**config.mk**
```make
export PLATFORM = sky130hd
export DESIGN_NAME = expr_tx_flat
export DESIGN_NICKNAME = d
export VERILOG_FILES = /design/src/rtl/expr_tx_pkg.sv /design/src/rtl/expr_tx_if.sv /design/src/rtl/expr_fifo.sv /design/src/rtl/expr_tx.sv /design/src/flat_wrapper.sv
export SDC_FILE = /design/constraint.sdc
export NUM_CORES = 1
export LEC_CHECK = 0
export CAP_MARGIN = 20
export CORE_UTILIZATION = 50
export DETAILED_ROUTE_END_ITERATION = 12
export HOLD_SLACK_MARGIN = 0.03
export PLACE_DENSITY = 0.7
export SLEW_MARGIN = 20
export SYNTH_ARGS = -nofsm -noshare
export SYNTH_HDL_FRONTEND = slang
export SYNTH_SLANG_ARGS = --single-unit
```
**constraint.sdc**
```tcl
create_clock -name clk -period 2.7 [get_ports clk]
set_clock_uncertainty 0.2 [all_clocks]
set_input_delay 0.27 -clock clk [delete_from_list [all_inputs] [get_ports clk]]
set_output_delay 0.27 -clock clk [all_outputs]
set_load 0.02 [all_outputs]
```
**src/rtl/expr_tx_pkg.sv**
```systemverilog
// Shared definitions for the expression transmitter: FSM state encodings,
// ASCII character constants and the term-buffer entry layout.
// Optional feature macro: EXPR_TX_TERM_EN adds the TERM state, which sends '='.
package expr_tx_pkg;

  // Width of one buffered term: {digit[3:0], op, last}.
  localparam int ENTRY_W = 6;

  localparam logic [7:0] ASCII_ZERO = 8'h30;  // '0'
  localparam logic [7:0] ASCII_PLUS = 8'h2B;  // '+'
  localparam logic [7:0] ASCII_STAR = 8'h2A;  // '*'
  localparam logic [7:0] ASCII_EQ   = 8'h3D;  // '='

`ifdef EXPR_TX_TERM_EN
  typedef enum logic [1:0] {
    ST_IDLE = 2'd0,
    ST_DIG  = 2'd1,
    ST_OP   = 2'd2,
    ST_TERM = 2'd3
  } state_t;
`else
  typedef enum logic [1:0] {
    ST_IDLE = 2'd0,
    ST_DIG  = 2'd1,
    ST_OP   = 2'd2
  } state_t;
`endif

  // One operand plus the operator that follows it.
  typedef struct packed {
    logic [3:0] digit;
    logic       op;     // 0 = '+', 1 = '*'
    logic       last;   // final operand of the expression
  } term_t;

  // ASCII character for a decimal digit.
  function automatic logic [7:0] digit_char(input logic [3:0] d);
    return ASCII_ZERO + {4'h0, d};
  endfunction

  // ASCII character for an operator bit.
  function automatic logic [7:0] op_char(input logic op);
    return op ? ASCII_STAR : ASCII_PLUS;
  endfunction

endpackage

```
**src/rtl/expr_tx_if.sv**
```systemverilog
// Character stream interface: valid/ready handshake carrying one ASCII byte.
// The transmitter is the master, the downstream consumer is the slave.
interface expr_tx_if;

  logic       tx_valid;
  logic       tx_ready;
  logic [7:0] tx_data;

  modport master (
    output tx_valid,
    output tx_data,
    input  tx_ready
  );

  modport slave (
    input  tx_valid,
    input  tx_data,
    output tx_ready
  );

endinterface

```
**src/rtl/expr_fifo.sv**
```systemverilog
// Term buffer for the expression transmitter: DEPTH-entry FIFO of term_t.
// A write while full is dropped even if a read happens in the same cycle;
// pointers wrap naturally because DEPTH is a power of two.
module expr_fifo
  import expr_tx_pkg::*;
#(
  parameter int DEPTH = 8
) (
  input  logic  clk,
  input  logic  clr,
  input  logic  wr_en,
  input  term_t wr_data,
  input  logic  rd_en,
  output term_t rd_data,
  output logic  full,
  output logic  empty
);

  localparam int AW = $clog2(DEPTH);

  logic [ENTRY_W-1:0] mem [DEPTH];
  logic [AW-1:0]      wr_ptr;
  logic [AW-1:0]      rd_ptr;
  logic [AW:0]        count;
  logic               wr_ok;
  logic               rd_ok;

  assign full    = (count == (AW+1)'(DEPTH));
  assign empty   = (count == '0);
  assign wr_ok   = wr_en && !full;
  assign rd_ok   = rd_en && !empty;
  assign rd_data = term_t'(mem[rd_ptr]);

  // Storage write port.
  // NOTE: the storage array has no reset; an entry is only read after it has
  // been written, and leaving it out keeps the array a plain RAM.
  always_ff @(posedge clk) begin
    if (wr_ok) mem[wr_ptr] <= wr_data;
  end

  // Pointer and occupancy bookkeeping.
  // NOTE: sequential state uses non-blocking assignments so every register
  // samples the pre-edge values of its neighbours.
  always_ff @(posedge clk or posedge clr) begin
    if (clr) begin
      wr_ptr <= '0;
      rd_ptr <= '0;
      count  <= '0;
    end else begin
      if (wr_ok) wr_ptr <= wr_ptr + 1'b1;
      if (rd_ok) rd_ptr <= rd_ptr + 1'b1;
      case ({wr_ok, rd_ok})
        2'b10:   count <= count + 1'b1;
        2'b01:   count <= count - 1'b1;
        default: count <= count;
      endcase
    end
  end

endmodule

```
**src/rtl/expr_tx.sv**
```systemverilog
// Expression transmitter: buffers {digit, op, last} terms and, on start,
// streams them as ASCII "d op d op ... d" over a valid/ready byte interface.
// Optional feature macro: EXPR_TX_TERM_EN appends '=' after the last digit,
// and done then follows the '=' transfer instead of the last digit.
module expr_tx
  import expr_tx_pkg::*;
#(
  parameter int DEPTH = 8
) (
  input  logic       clk,
  input  logic       clr,
  input  logic       push,
  input  logic [3:0] digit,
  input  logic       op,
  input  logic       last,
  input  logic       start,
  expr_tx_if.master  tx,
  output logic       done,
  output logic       full,
  output logic       empty,
  output logic       err
);

  state_t     state;
  logic       valid_q;
  logic [7:0] data_q;
  logic       done_q;
  logic       err_q;

  term_t      wr_term;
  term_t      head;
  logic       digit_ok;
  logic       wr_en;
  logic       pop;

  assign digit_ok = (digit <= 4'd9);
  assign wr_en    = push && digit_ok;
  assign wr_term  = '{digit: digit, op: op, last: last};

  // An entry leaves the buffer when its digit character is accepted.
  assign pop = (state == ST_DIG) && valid_q && tx.tx_ready;

  expr_fifo #(.DEPTH(DEPTH)) u_fifo (
    .clk     (clk),
    .clr     (clr),
    .wr_en   (wr_en),
    .wr_data (wr_term),
    .rd_en   (pop),
    .rd_data (head),
    .full    (full),
    .empty   (empty)
  );

  assign tx.tx_valid = valid_q;
  assign tx.tx_data  = data_q;
  assign done        = done_q;
  assign err         = err_q;

  // Transmit FSM with registered valid/data/done; the operator character is
  // captured into data_q when its digit is popped, so later pushes cannot
  // change it.
  always_ff @(posedge clk or posedge clr) begin
    if (clr) begin
      state   <= ST_IDLE;
      valid_q <= 1'b0;
      data_q  <= 8'h00;
      done_q  <= 1'b0;
    end else begin
      done_q <= 1'b0;
      case (state)
        ST_IDLE: begin
          if (start) begin
            state   <= ST_DIG;
            valid_q <= !empty;
            if (!empty) data_q <= digit_char(head.digit);
          end
        end

        ST_DIG: begin
          if (!valid_q) begin
            // Waiting for the next operand to arrive in the buffer.
            if (!empty) begin
              valid_q <= 1'b1;
              data_q  <= digit_char(head.digit);
            end
          end else if (tx.tx_ready) begin
            if (head.last) begin
`ifdef EXPR_TX_TERM_EN
              state  <= ST_TERM;
              data_q <= ASCII_EQ;
`else
              state   <= ST_IDLE;
              valid_q <= 1'b0;
              done_q  <= 1'b1;
`endif
            end else begin
              state  <= ST_OP;
              data_q <= op_char(head.op);
            end
          end
        end

        ST_OP: begin
          if (tx.tx_ready) begin
            state   <= ST_DIG;
            valid_q <= !empty;
            if (!empty) data_q <= digit_char(head.digit);
          end
        end

`ifdef EXPR_TX_TERM_EN
        ST_TERM: begin
          if (tx.tx_ready) begin
            state   <= ST_IDLE;
            valid_q <= 1'b0;
            done_q  <= 1'b1;
          end
        end
`endif

        default: begin
          state   <= ST_IDLE;
          valid_q <= 1'b0;
        end
      endcase
    end
  end

  // Sticky error: an out-of-range digit or a push into a full buffer.
  always_ff @(posedge clk or posedge clr) begin
    if (clr) begin
      err_q <= 1'b0;
    end else if (push && (!digit_ok || full)) begin
      err_q <= 1'b1;
    end
  end

endmodule
```
**src/flat_wrapper.sv**
```systemverilog
// flat-port wrapper written by rule: the top's interface ports become plain ports
module expr_tx_flat import expr_tx_pkg::*;
#(
  parameter int DEPTH = 8
)
  (clk, clr, push, digit, op, last, start, done, full, empty, err, tx_tx_valid, tx_tx_data, tx_tx_ready);
  expr_tx_if tx_i ();
  input  logic clk;
  input  logic clr;
  input  logic push;
  input  logic [3:0] digit;
  input  logic op;
  input  logic last;
  input  logic start;
  output logic done;
  output logic full;
  output logic empty;
  output logic err;
  output wire logic [$bits(tx_i.tx_valid)-1:0] tx_tx_valid;
  output wire logic [$bits(tx_i.tx_data)-1:0] tx_tx_data;
  input wire logic [$bits(tx_i.tx_ready)-1:0] tx_tx_ready;
  assign tx_tx_valid = tx_i.tx_valid;
  assign tx_tx_data = tx_i.tx_data;
  assign tx_i.tx_ready = tx_tx_ready;
  expr_tx #(.DEPTH(DEPTH)) u_core (.clk(clk), .clr(clr), .push(push), .digit(digit), .op(op), .last(last), .start(start), .tx(tx_i), .done(done), .full(full), .empty(empty), .err(err));
endmodule
```
### Word-level counts from Yosys, hierarchy flattened

Memory sizes are Yosys's and may differ from the RTL's.
Index checks and enable logic that the tools add are counted.

| operators by class | value |
|---|---|
| add/sub/neg operators | 5 |
| $lt $le $gt $ge | 1 |
| equality and inequality tests | 11 |
| muxes and demuxes | 28 |
| reductions and logical operators | 17 |

Operators with widths:

| operator | number |
|---|---|
| two-way mux 8 bit | 6 |
| one-hot mux 8 bit (3 select lines) | 1 |
| two-way mux 1 bit | 13 |
| two-way mux 2 bit | 5 |
| one-hot mux 4 bit (2 select lines) | 1 |
| adder 6 x 4 -> 7 bit, first input constant | 1 |
| adder 3 x 1 -> 3 bit, second input constant | 2 |
| logical AND 1 bit | 6 |
| != test 2 bit, second input constant | 3 |
| != test 3 bit, second input constant | 2 |
| one-hot mux 2 bit (3 select lines) | 1 |
| AND reduction 5 bit | 1 |
| adder 4 x 1 -> 4 bit, second input constant | 1 |
| == test 2 x 1 -> 1 bit, second input constant | 2 |
| == test 2 bit, second input constant | 2 |
| == test 4 bit, second input constant | 1 |
| <= comparator 4 bit, second input constant | 1 |
| logical NOT 4 bit | 1 |
| AND reduction 4 bit | 1 |
| subtractor 4 x 1 -> 4 bit, second input constant | 1 |
| logical NOT 1 bit | 3 |
| one-hot mux 1 bit (3 select lines) | 1 |
| nonzero test 3 bit | 1 |
| logical NOT 2 bit | 1 |
| other kinds (4) | 4 |

| storage, ports and cells | value |
|---|---|
| register bits after elaboration | 23 |
| bits in writable memories | 48 |
| bits of input ports | 11 |
| output and inout bits | 13 |
| logic and storage cells | 71 |
| memories | 1 |

Memory list:

| name | depth | width | rd ports | clocked after memory_dff | wr ports | line | source |
|---|---|---|---|---|---|---|---|
| u_core.u_fifo.mem | 8 | 6 | 1 | 0 | 1 | expr_fifo.sv:21 | `logic [ENTRY_W-1:0] mem [DEPTH];` |

### Longest topological paths before layout

Gate-level depths: netlist (run 1).

| depth | value |
|---|---|
| word-level depth | 6 |
| depth in mapped cells | 12 |
| mapped depth without buffers | 10 |

### By module

From an unflattened synthesis (run 1), not the netlist that was laid out.

| second synthesis, totals | value |
|---|---|
| cells, all modules | 198 |
| area total of the unflattened synthesis | 3123.0 µm² |

By module, submodules not included:

| module | instances | cells each | area an instance (µm²) | seq. area each (µm²) |
|---|---|---|---|---|
| expr_fifo | 1 | 137 | 2506.2 | 1691.6 |
| expr_tx | 1 | 61 | 616.8 | 325.3 |

### Least setup slack after synthesis (run 1)

OpenSTA, ideal clock, no wires.

| path | value |
|---|---|
| kind | reg-to-reg |
| from | register u_core.u_fifo.count[1] |
| to | register u_core.u_fifo.count[3] |
| library setup time | 79 ps |
| data arrival time | 3022 ps |
| required time | 2421 ps |
| slack | -601 ps |
| cell stages (with the launch flop) | 11 |
| path buffers | 1 |
| path through | dfrtp_1 > buf_2 > nor4b_1 > nor3_1 > inv_1 > ha_1 > or3b_2 > o21ai_0 > nand3b_1 > a21oi_1 > xor2_1 |

| between the ends | value |
|---|---|
| cells in the longest elaborated chain, start to end | 5 |
| elaborated cells on any way between the ends | 12 |
| classes of those cells | 2 x add/sub; 3 x eq/ne; 1 x mux; 6 x reduce/logical |

RTL lines:

| what | line | source |
|---|---|---|
| from (decl) | expr_fifo.sv:24 | `logic [AW:0] count;` |
| from (signal assigned) | expr_fifo.sv:53 | `2'b10: count <= count + 1'b1;` |
| from (signal assigned) | expr_fifo.sv:54 | `2'b01: count <= count - 1'b1;` |
| from (signal assigned) | expr_fifo.sv:55 | `default: count <= count;` |
| == test 4 bit * | expr_fifo.sv:28 | `assign full = (count == (AW+1)'(DEPTH));` |
| named net full | flat_wrapper.sv:16 | `output logic full;` |
| logical NOT 1 bit * | expr_fifo.sv:30 | `assign wr_ok = wr_en && !full;` |
| logical AND 1 bit * | expr_fifo.sv:30 |  |
| == test 2 x 1 -> 1 bit / == test 2 bit (equally long branches) | expr_fifo.sv:52 | `case ({wr_ok, rd_ok})` |
| one-hot mux 4 bit (2 select lines) / nonzero test 2 bit (equally long branches) | -- |  |

Mark *: on every way through the listed nets, which the timed path passes. The rest lies on a longest branch.
A chain may end at the register's enable or synchronous reset.

### Worst setup path in the final report (run 1)

| path | value |
|---|---|
| from | register u_core.u_fifo.count[0] |
| to | output port empty |

| between the ends | value |
|---|---|
| cells in the longest elaborated chain, start to end | 1 |

RTL lines:

| what | line | source |
|---|---|---|
| logical NOT 4 bit | expr_fifo.sv:29 | `assign empty = (count == '0);` |
| to (decl) | flat_wrapper.sv:17 | `output logic empty;` |

Every way passes these cells.

==> flow_metrics.py, run 1 <==
metrics = {
    "finish": {
        "layout-drive-gt1-share": 0.2075,
        "areaGrowthSynthToFinish_pct": 22.59,
        "diodes": 0,
        "nNetsFinal": 252,
    },
    "setup_path": {
        "worstSetupStartpointType": "register",
        "critical_path_class": "register to output pin",
        "end_kind": "output pin",
        "cp.arrival_ps": 2080,
        "crit_fanout": 9,
        "crit_required_ps": 2230,
    },
    "synthesis": {
        "synth_area_um2": 3029,
        "syn_nets": 202,
        "syn_area_per_cell_um2": 16.29,
        "synth_edf_count": 48,
        "synth_flop_cell": "edfxtp_1",
        "ys_async_sr_fraction": 0.3239,
        "yosys_warnings": 0,
        "seq_area_frac_synth": 0.6658,
        "yosysUniqueCellTypes": 37,
        "ys_seq_elements": 71,
        "syn_inst": 186,
    },
    "timing": {
        "slew_viol_final": 0,
        "max_freq_mhz": 392.1,
        "tightest_slew_ps": 862.0,
        "setup_viol": 0,
        "finalCriticalPeriod_ps": 2550,
        "finalHoldViolations": 0,
        "rsz0062_at_grt": "false",
        "slew_headroom": 0.4247,
        "hold_ws_ps": 206.7,
        "tns_ps": 0,
        "fin_crit_sh": 0.9445,
    },
    "clocking": {
        "clkSlewWorstSetupHoldPaths_ps": 70,
        "cts_buffers": 9,
        "clock_sinks": 71,
        "clkLatencyLatePin_ps": 340,
        "cts_max_path_buffers": 2,
        "ctsRootBufferMaster": "clkbuf_8",
        "ctsHtreeMaxLevel": 3,
        "cts_tree": "done",
    },
    "route": {
        "wire_per_inst_um": 17.58,
        "firstDrtPassIters": 7,
        "drt_iter0_markers": 139,
        "vias": 1781,
        "wirelength_um": 5504,
        "drc": 0,
        "ant_nets": 0,
        "routed_via_density": 5.690,
    },
    "global_route": {
        "grt_pass1_vias": 1770,
        "grt_usage": 0.1963,
        "grt_pass1_wl_um": 8666,
        "grt_max_degree": 24,
        "grt_antenna_before_repair": 0,
        "overflow": 0,
    },
    "power_and_ir_drop": {
        "leakagePower_nw": 1.394,
        "p_total_mw": 3.910,
        "ir_worst_vdd_uv": 518.9,
        "pwr_density_cell_nw_per_um2": 1053,
    },
    "worst_hold_path": {
        "hp-class": "input port to async pin",
    },
    "placement": {
        "gp_congestion": 0.7638,
        "hpwl_um": 3757,
        "port-buffer-count": 23,
    },
    "flow_run": {
        "maxCapViolations": 0,
    },
    "die": {
        "die_w_um": 79.84,
        "ioPinCount": 24,
        "placementRows": 27,
        "initial_core_util": 0.5337,
        "dieHeight_um": 79.84,
        "fp.coreArea_um2": 5675,
        "die_area_um2": 6374,
    },
    "outcome": {
        "outcome": "finished clean",
    },
}
area by class of cell:
type / instances / area (um^2)
clock inverter: 5 / 80.08
timing repair buffer: 46 / 402.9
tap: 72 / 90.09
multi-input combinational: 102 / 957.2
inverter: 6 / 22.52
clock buffer: 11 / 141.4
fill: 403 / 1962
sequential: 71 / 2019
Yosys cell counts, types with 2 or more instances:
library cell | number | area, um^2
xnor2_1 | 3 | 26.28
mux4_1 | 11 | 289.0
mux2i_1 | 5 | 50.05
dfrtp_1 | 23 | 575.6
o21ai_0 | 5 | 25.02
ha_1 | 5 | 62.56
buf_6 | 3 | 33.78
nand2b_1 | 3 | 18.77
o21bai_1 | 3 | 22.52
xor2_1 | 6 | 52.55
mux2_2 | 3 | 33.78
o21a_1 | 2 | 15.01
nand3b_1 | 3 | 22.52
clkbuf_1 | 2 | 7.510
nor3_1 | 9 | 45.04
nand2_1 | 11 | 41.29
a2bb2oi_1 | 2 | 17.52
inv_1 | 6 | 22.52
edfxtp_1 | 48 | 1441
nor2_1 | 11 | 41.29
a21oi_1 | 6 | 30.03
kinds of logic after synthesis:
group | synth area share
compound gates | 0.05246
simple gates | 0.08055
xor+xnor | 0.02602
mux | 0.1305
fa+ha+maj | 0.02065
flops | 0.6658
buf+inv | 0.02395
per-stage QoR:
| stage | util | instances | area, um^2 | worst slack [ps] |
|---|---|---|---|---|
| 2_1_floorplan | - | 186 | 3047 | -12.36 |
| 3_3_place_gp | 0.6149 | 297 | 3490 | 169.0 |
| 3_5_place_dp | 0.6149 | 297 | 3490 | 80.68 |
| 4_1_cts | 0.6539 | 313 | 3711 | 98.59 |
| 5_1_grt | 0.6543 | 313 | 3714 | 1.814 |
| 6_report | 0.6543 | 313 | 3714 | 149.8 |
path summary, 6_finish.rpt:
path                                         from                      to  slack [ps]  cells after the start
setup / recovery           u_core.u_fifo.count[0]                   empty         150                      4
hold / removal                                clr         u_core.state[1]         210                      2
setup reg to reg                  u_core.state[0]  u_core.u_fifo.count[3]         250                     10
hold reg to reg                        u_core.err              u_core.err         290                      1
max in group asynchronous                     clr  u_core.u_fifo.count[2]        1510                      2
min in group clk                       u_core.err              u_core.err         290                      1
routing by layer:
metal,track usage,part of all wire,vias to the layer above
met1,0.2377,0.42,882
li1,-,-,823
met5,0,0,-
met2,0.3248,0.51,62
met3,0.05257,0.049,14
met4,0.09643,0.022,0
flip-flops by register name (all words and copies together) (netlist names):
signal,cells
u_core.tx.tx_valid,1
u_core.u_fifo.rd_ptr,3
u_core.u_fifo.mem,48
u_core.state,2
u_core.tx.tx_data,8
u_core.done,1
u_core.err,1
u_core.u_fifo.count,4
u_core.u_fifo.wr_ptr,3
critical path, cell delays in order (launching register included):
cell	delay, ps
dfrtp_1	410
buf_4	170
nor4_4	300
buf_4	230
clkdlybuf4s50_1	620
what timing repair did:
item | in CTS | in global routing
hold endpoints to repair | 0 | 0
gates resized for setup | 0 | 2
setup buffers | 0 | 0
setup endpoints to repair | 0 | 1
hold buffers | 0 | 0
report_power, final:
| part | leakage (nW) | internal [mW] | switching (mW) | total, mW |
|---|---|---|---|---|
| registers | 0.700 | 1.38 | 0.237 | 1.62 |
| logic | 0.587 | 0.711 | 0.654 | 1.37 |
| clock network | 0.108 | 0.546 | 0.381 | 0.927 |
cell usage in the layout (no fill, tap or decap), drive strengths merged, types with 6 or more instances in the layout:
cell and count:
clkbuf 11, edfxtp 48, nor3 10, buf 23, mux4 12, nand2 11, clkdlybuf4s50 23, a21oi 6
xor2 6, inv 7, dfrtp 23, nor2 11
Power figures use the tool's default switching activity.
==> inputs of run 2 (changes only) <==
Settings changed: ABC_AREA set to 0, MAX_ROUTING_LAYER set to met4.
==> flow_metrics.py, run 2 (synthesized netlist as in run 1, its figures left out) <==
metrics = {
    "outcome": {
        "outcome": "finished clean",
    },
    "setup_path": {
        "crit_required_ps": 2230,
        "worstSetupStartpointType": "register",
        "cpLargestDelayFamily": "buffers and inverters",
        "cp.arrival_ps": 2080,
        "cp_common_cell": "buf_4",
        "critical_path_class": "register to output pin",
        "crit_fanout": 9,
        "crit_slowest_cell": "clkdlybuf4s50_1",
        "cpPeakStageDelay_ps": 620,
        "crit_chain": "buf_4 -> nor4_4 -> buf_4 -> clkdlybuf4s50_1",
        "cp_num_buf_inv": 3,
        "end_kind": "output pin",
    },
    "die": {
        "placementRows": 27,
        "ioPinCount": 24,
        "fp.coreArea_um2": 5675,
        "dieHeight_um": 79.84,
        "initial_core_util": 0.5337,
        "die_area_um2": 6374,
        "die_w_um": 79.84,
    },
    "clocking": {
        "clkLatencyLatePin_ps": 340,
        "cts_setup_buffers": 0,
        "clkSlewWorstSetupHoldPaths_ps": 70,
        "cts_tree": "done",
        "cts_buffers": 9,
        "cts_max_path_buffers": 2,
        "ctsHtreeMaxLevel": 3,
        "clock_sinks": 71,
        "ctsRootBufferMaster": "clkbuf_8",
    },
    "finish": {
        "n_fill_cell": 402,
        "areaGrowthSynthToFinish_pct": 22.64,
        "final_area_um2": 3715,
        "top_register": "u_core.u_fifo.mem",
        "largest_reg_flops": 48,
        "layout_common_cells": "edfxtp_1 (48), clkdlybuf4s50_1 (23), buf_4 (23)",
        "layout-drive-gt1-share": 0.2116,
        "layout_commonest_cell": "edfxtp_1",
        "diodes": 0,
        "nNetsFinal": 252,
    },
    "route": {
        "drt_iter0_markers": 151,
        "wirelength_um": 5506,
        "ant_nets": 0,
        "routed_via_density": 5.693,
        "drc": 0,
        "wire_per_inst_um": 17.59,
        "firstDrtPassIters": 4,
        "vias": 1782,
    },
    "flow_run": {
        "maxCapViolations": 0,
    },
    "timing": {
        "slew_headroom": 0.4236,
        "setup_viol": 0,
        "finalCriticalPeriod_ps": 2552,
        "fin_ws_ps": 148.0,
        "max_freq_mhz": 391.9,
        "hold_ws_ps": 206.1,
        "tightest_slew_ps": 863.7,
        "rsz0062_at_grt": "false",
        "slew_viol_final": 0,
        "fin_crit_sh": 0.9452,
        "finalHoldViolations": 0,
    },
    "power_and_ir_drop": {
        "leakagePower_nw": 1.394,
        "p_total_mw": 3.910,
        "pwr_density_cell_nw_per_um2": 1053,
        "ir_worst_vdd_uv": 519.3,
    },
    "global_route": {
        "grt_pass1_wl_um": 8673,
        "overflow": 0,
        "grt_antenna_before_repair": 0,
        "grt_usage": 0.2024,
        "grt_max_degree": 24,
        "grt_pass1_vias": 1764,
    },
    "placement": {
        "gp_congestion": 0.7739,
        "hpwl_um": 3757,
        "dp_slack_ps": 80.68,
        "placed_cell_area_um2": 3490,
        "port-buffer-count": 23,
    },
    "worst_hold_path": {
        "hp-class": "input port to async pin",
    },
}
==> run 2: final cells by class <==
| cell class | instances | area [um^2] | share of cell area |
|---|---|---|---|
| clock buffers | 11 | 141.4 | 0.03806 |
| clock inverters | 5 | 80.08 | 0.02156 |
| inverters | 6 | 22.52 | 0.006063 |
| multi-input cells | 102 | 957.2 | 0.2577 |
| flip-flops and latches | 71 | 2021 | 0.5440 |
| well taps | 72 | 90.09 | 0.02425 |
| repair buffers | 46 | 402.9 | 0.1085 |
==> run 2: worst reg2reg max path, stage by stage, from the launching register on <==
cell	delay, ps
dfrtp_2	430
and3b_1	210
nand2_1	120
nor2_2	160
ha_1	200
buf_4	130
or3b_2	430
o21ai_0	90
nand3b_1	90
a21oi_1	150
xor2_1	160
==> run 2: stage by stage <==
stage | TNS (ps) | util | cells
CTS | 0 | 0.6539 | 313
detailed placement | 0 | 0.6149 | 297
finish | 0 | 0.6545 | 313
global route | 0 | 0.6545 | 313
global placement | 0 | 0.6149 | 297
floorplan | -12.36 | - | 186
==> run 2: layer usage <==
metal,GRT usage,routed length (um),part of all wire
met1,0.2392,2376,0.43
met2,0.3248,2830,0.51
met3,0.05257,180,0.033
met4,0.09643,119,0.022
met5,-,0,0
==> run 2: timing repair <==
item,4_1_cts,5_1_grt
endpoints found under the setup margin,0,1
hold buffers,0,0
resized for setup,0,3
==> run 2: path summary, 6_finish.rpt <==
check | from | cells after the start | to | slack (ps)
setup / recovery | u_core.u_fifo.count[0] | 4 | empty | 150
hold / removal | clr | 2 | u_core.state[1] | 210
setup reg to reg | u_core.state[0] | 10 | u_core.u_fifo.count[3] | 240
hold reg to reg | u_core.err | 1 | u_core.err | 290
max in group asynchronous | clr | 2 | u_core.u_fifo.count[2] | 1500
min in group clk | u_core.err | 1 | u_core.err | 290
==> run 2: where the power goes <==
part | switching (mW) | total, mW | internal (mW)
clock | 0.383 | 0.928 | 0.546
sequential | 0.240 | 1.62 | 1.38
combinational | 0.650 | 1.36 | 0.711
==> inputs of run 3 (changes only) <==
Settings changed: CORE_UTILIZATION 50 to 40, PLACE_DENSITY 0.7 to 0.58.
==> flow_metrics.py, run 3 (synthesized netlist as in run 1, its figures left out) <==
metrics = {
    "clocking": {
        "cts_tree": "done",
        "ctsHtreeMaxLevel": 3,
        "clkLatencyLatePin_ps": 340,
        "cts_max_path_buffers": 2,
        "postCtsHoldBufs": 0,
        "ctsRootBufferMaster": "clkbuf_8",
        "cts_resized": 0,
        "clock_sinks": 71,
        "cts_setup_buffers": 0,
        "clkSlewWorstSetupHoldPaths_ps": 80,
        "cts_buffers": 9,
    },
    "route": {
        "ant_nets": 0,
        "firstDrtPassIters": 4,
        "drt_iter0_markers": 106,
        "vias": 1687,
        "wirelength_um": 5458,
        "drc": 0,
        "wire_per_inst_um": 16.01,
        "routed_via_density": 4.947,
    },
    "timing": {
        "fin_crit_sh": 0.9423,
        "slew_viol_final": 0,
        "finalHoldViolations": 0,
        "max_freq_mhz": 393.1,
        "rsz0062_at_grt": "false",
        "setup_viol": 0,
        "tightest_slew_ps": 473.4,
        "slew_headroom": 0.6825,
        "finalCriticalPeriod_ps": 2544,
    },
    "setup_path": {
        "worstSetupStartpointType": "register",
        "crit_fanout": 9,
        "critical_path_class": "register to output pin",
        "end_kind": "output pin",
        "crit_required_ps": 2230,
        "cp.arrival_ps": 2070,
    },
    "global_route": {
        "overflow": 0,
        "grt_usage": 0.1610,
        "grt_pass1_wl_um": 8542,
        "grt_pass1_vias": 1668,
        "grt_max_degree": 24,
        "grt_antenna_before_repair": 0,
    },
    "outcome": {
        "outcome": "finished clean",
    },
    "finish": {
        "largest_reg_flops": 48,
        "layout-drive-gt1-share": 0.2107,
        "diodes": 0,
        "nNetsFinal": 253,
        "areaGrowthSynthToFinish_pct": 24.62,
        "final_area_um2": 3775,
        "layout_commonest_cell": "edfxtp_1",
        "top_register": "u_core.u_fifo.mem",
        "layout_common_cells": "edfxtp_1 (48), buf_4 (24), clkdlybuf4s50_1 (23), dfrtp_1 (23)",
    },
    "placement": {
        "hpwl_um": 3813,
        "placed_cell_area_um2": 3531,
        "port-buffer-count": 23,
        "gp_congestion": 0.6927,
    },
    "flow_run": {
        "maxCapViolations": 0,
    },
    "die": {
        "initial_core_util": 0.4154,
        "die_w_um": 89.02,
        "ioPinCount": 24,
        "die_area_um2": 7925,
        "placementRows": 31,
        "dieHeight_um": 89.02,
        "fp.coreArea_um2": 7292,
    },
    "power_and_ir_drop": {
        "pwr_density_cell_nw_per_um2": 1053,
        "leakagePower_nw": 1.412,
        "p_total_mw": 3.974,
        "ir_worst_vdd_uv": 326.9,
    },
    "worst_hold_path": {
        "hp-class": "input port to async pin",
    },
}
-- run 3: path summary, 6_finish.rpt --
kind,from,cells after the start,end,slack [ps]
max in group asynchronous,clr,3,u_core.u_fifo.wr_ptr[1],2000
worst max register to register,u_core.state[1],9,u_core.u_fifo.count[3],300
min in group clk,u_core.tx.tx_data[5],1,u_core.tx.tx_data[5],280
worst max-delay path,u_core.u_fifo.count[0],4,empty,160
worst min-delay path,clr,3,u_core.u_fifo.count[3],60
worst min register to register,u_core.tx.tx_data[5],1,u_core.tx.tx_data[5],280
-- run 3: area by class of cell --
type / count / area, um^2
fill: 651 / 3517
sequential: 71 / 2017
inverter: 6 / 22.52
timing repair buffer: 47 / 410.4
multi-input combinational: 102 / 957.2
clock buffer: 9 / 123.9
clock inverter: 7 / 120.1
tap: 99 / 123.9
-- run 3: layer usage --
layer | vias up | global-route usage | wire, um | part of all wire
li1 | 820 | - | - | -
met5 | - | - | 0 | 0
met4 | 0 | 0.07359 | 70 | 0.013
met1 | 834 | 0.2044 | 2607 | 0.48
met2 | 27 | 0.2503 | 2646 | 0.48
met3 | 6 | 0.03324 | 134 | 0.025
-- run 3: critical path, stage by stage, from the launching register on --
cell and delay, ps:
dfrtp_1 410, buf_4 170, nor4_4 300, buf_4 230
clkdlybuf4s50_1 620
-- run 3: power by group --
part / internal, mW / switching (mW)
registers: 1.38 / 0.195
logic: 0.715 / 0.668
clock network: 0.616 / 0.403
-- run 3: stage by stage --
stage	hold slack [ps]	util	worst slack [ps]	setup TNS [ps]	std cells
floorplan	71.92	-	-12.36	-12.36	186
global placement	252.8	0.4842	87.64	0	325
detailed placement	262.4	0.4842	65.06	0	325
CTS	66.20	0.5177	127.6	0	341
global route	119.5	0.5177	87.39	0	341
finish	64.80	0.5177	155.9	0	341
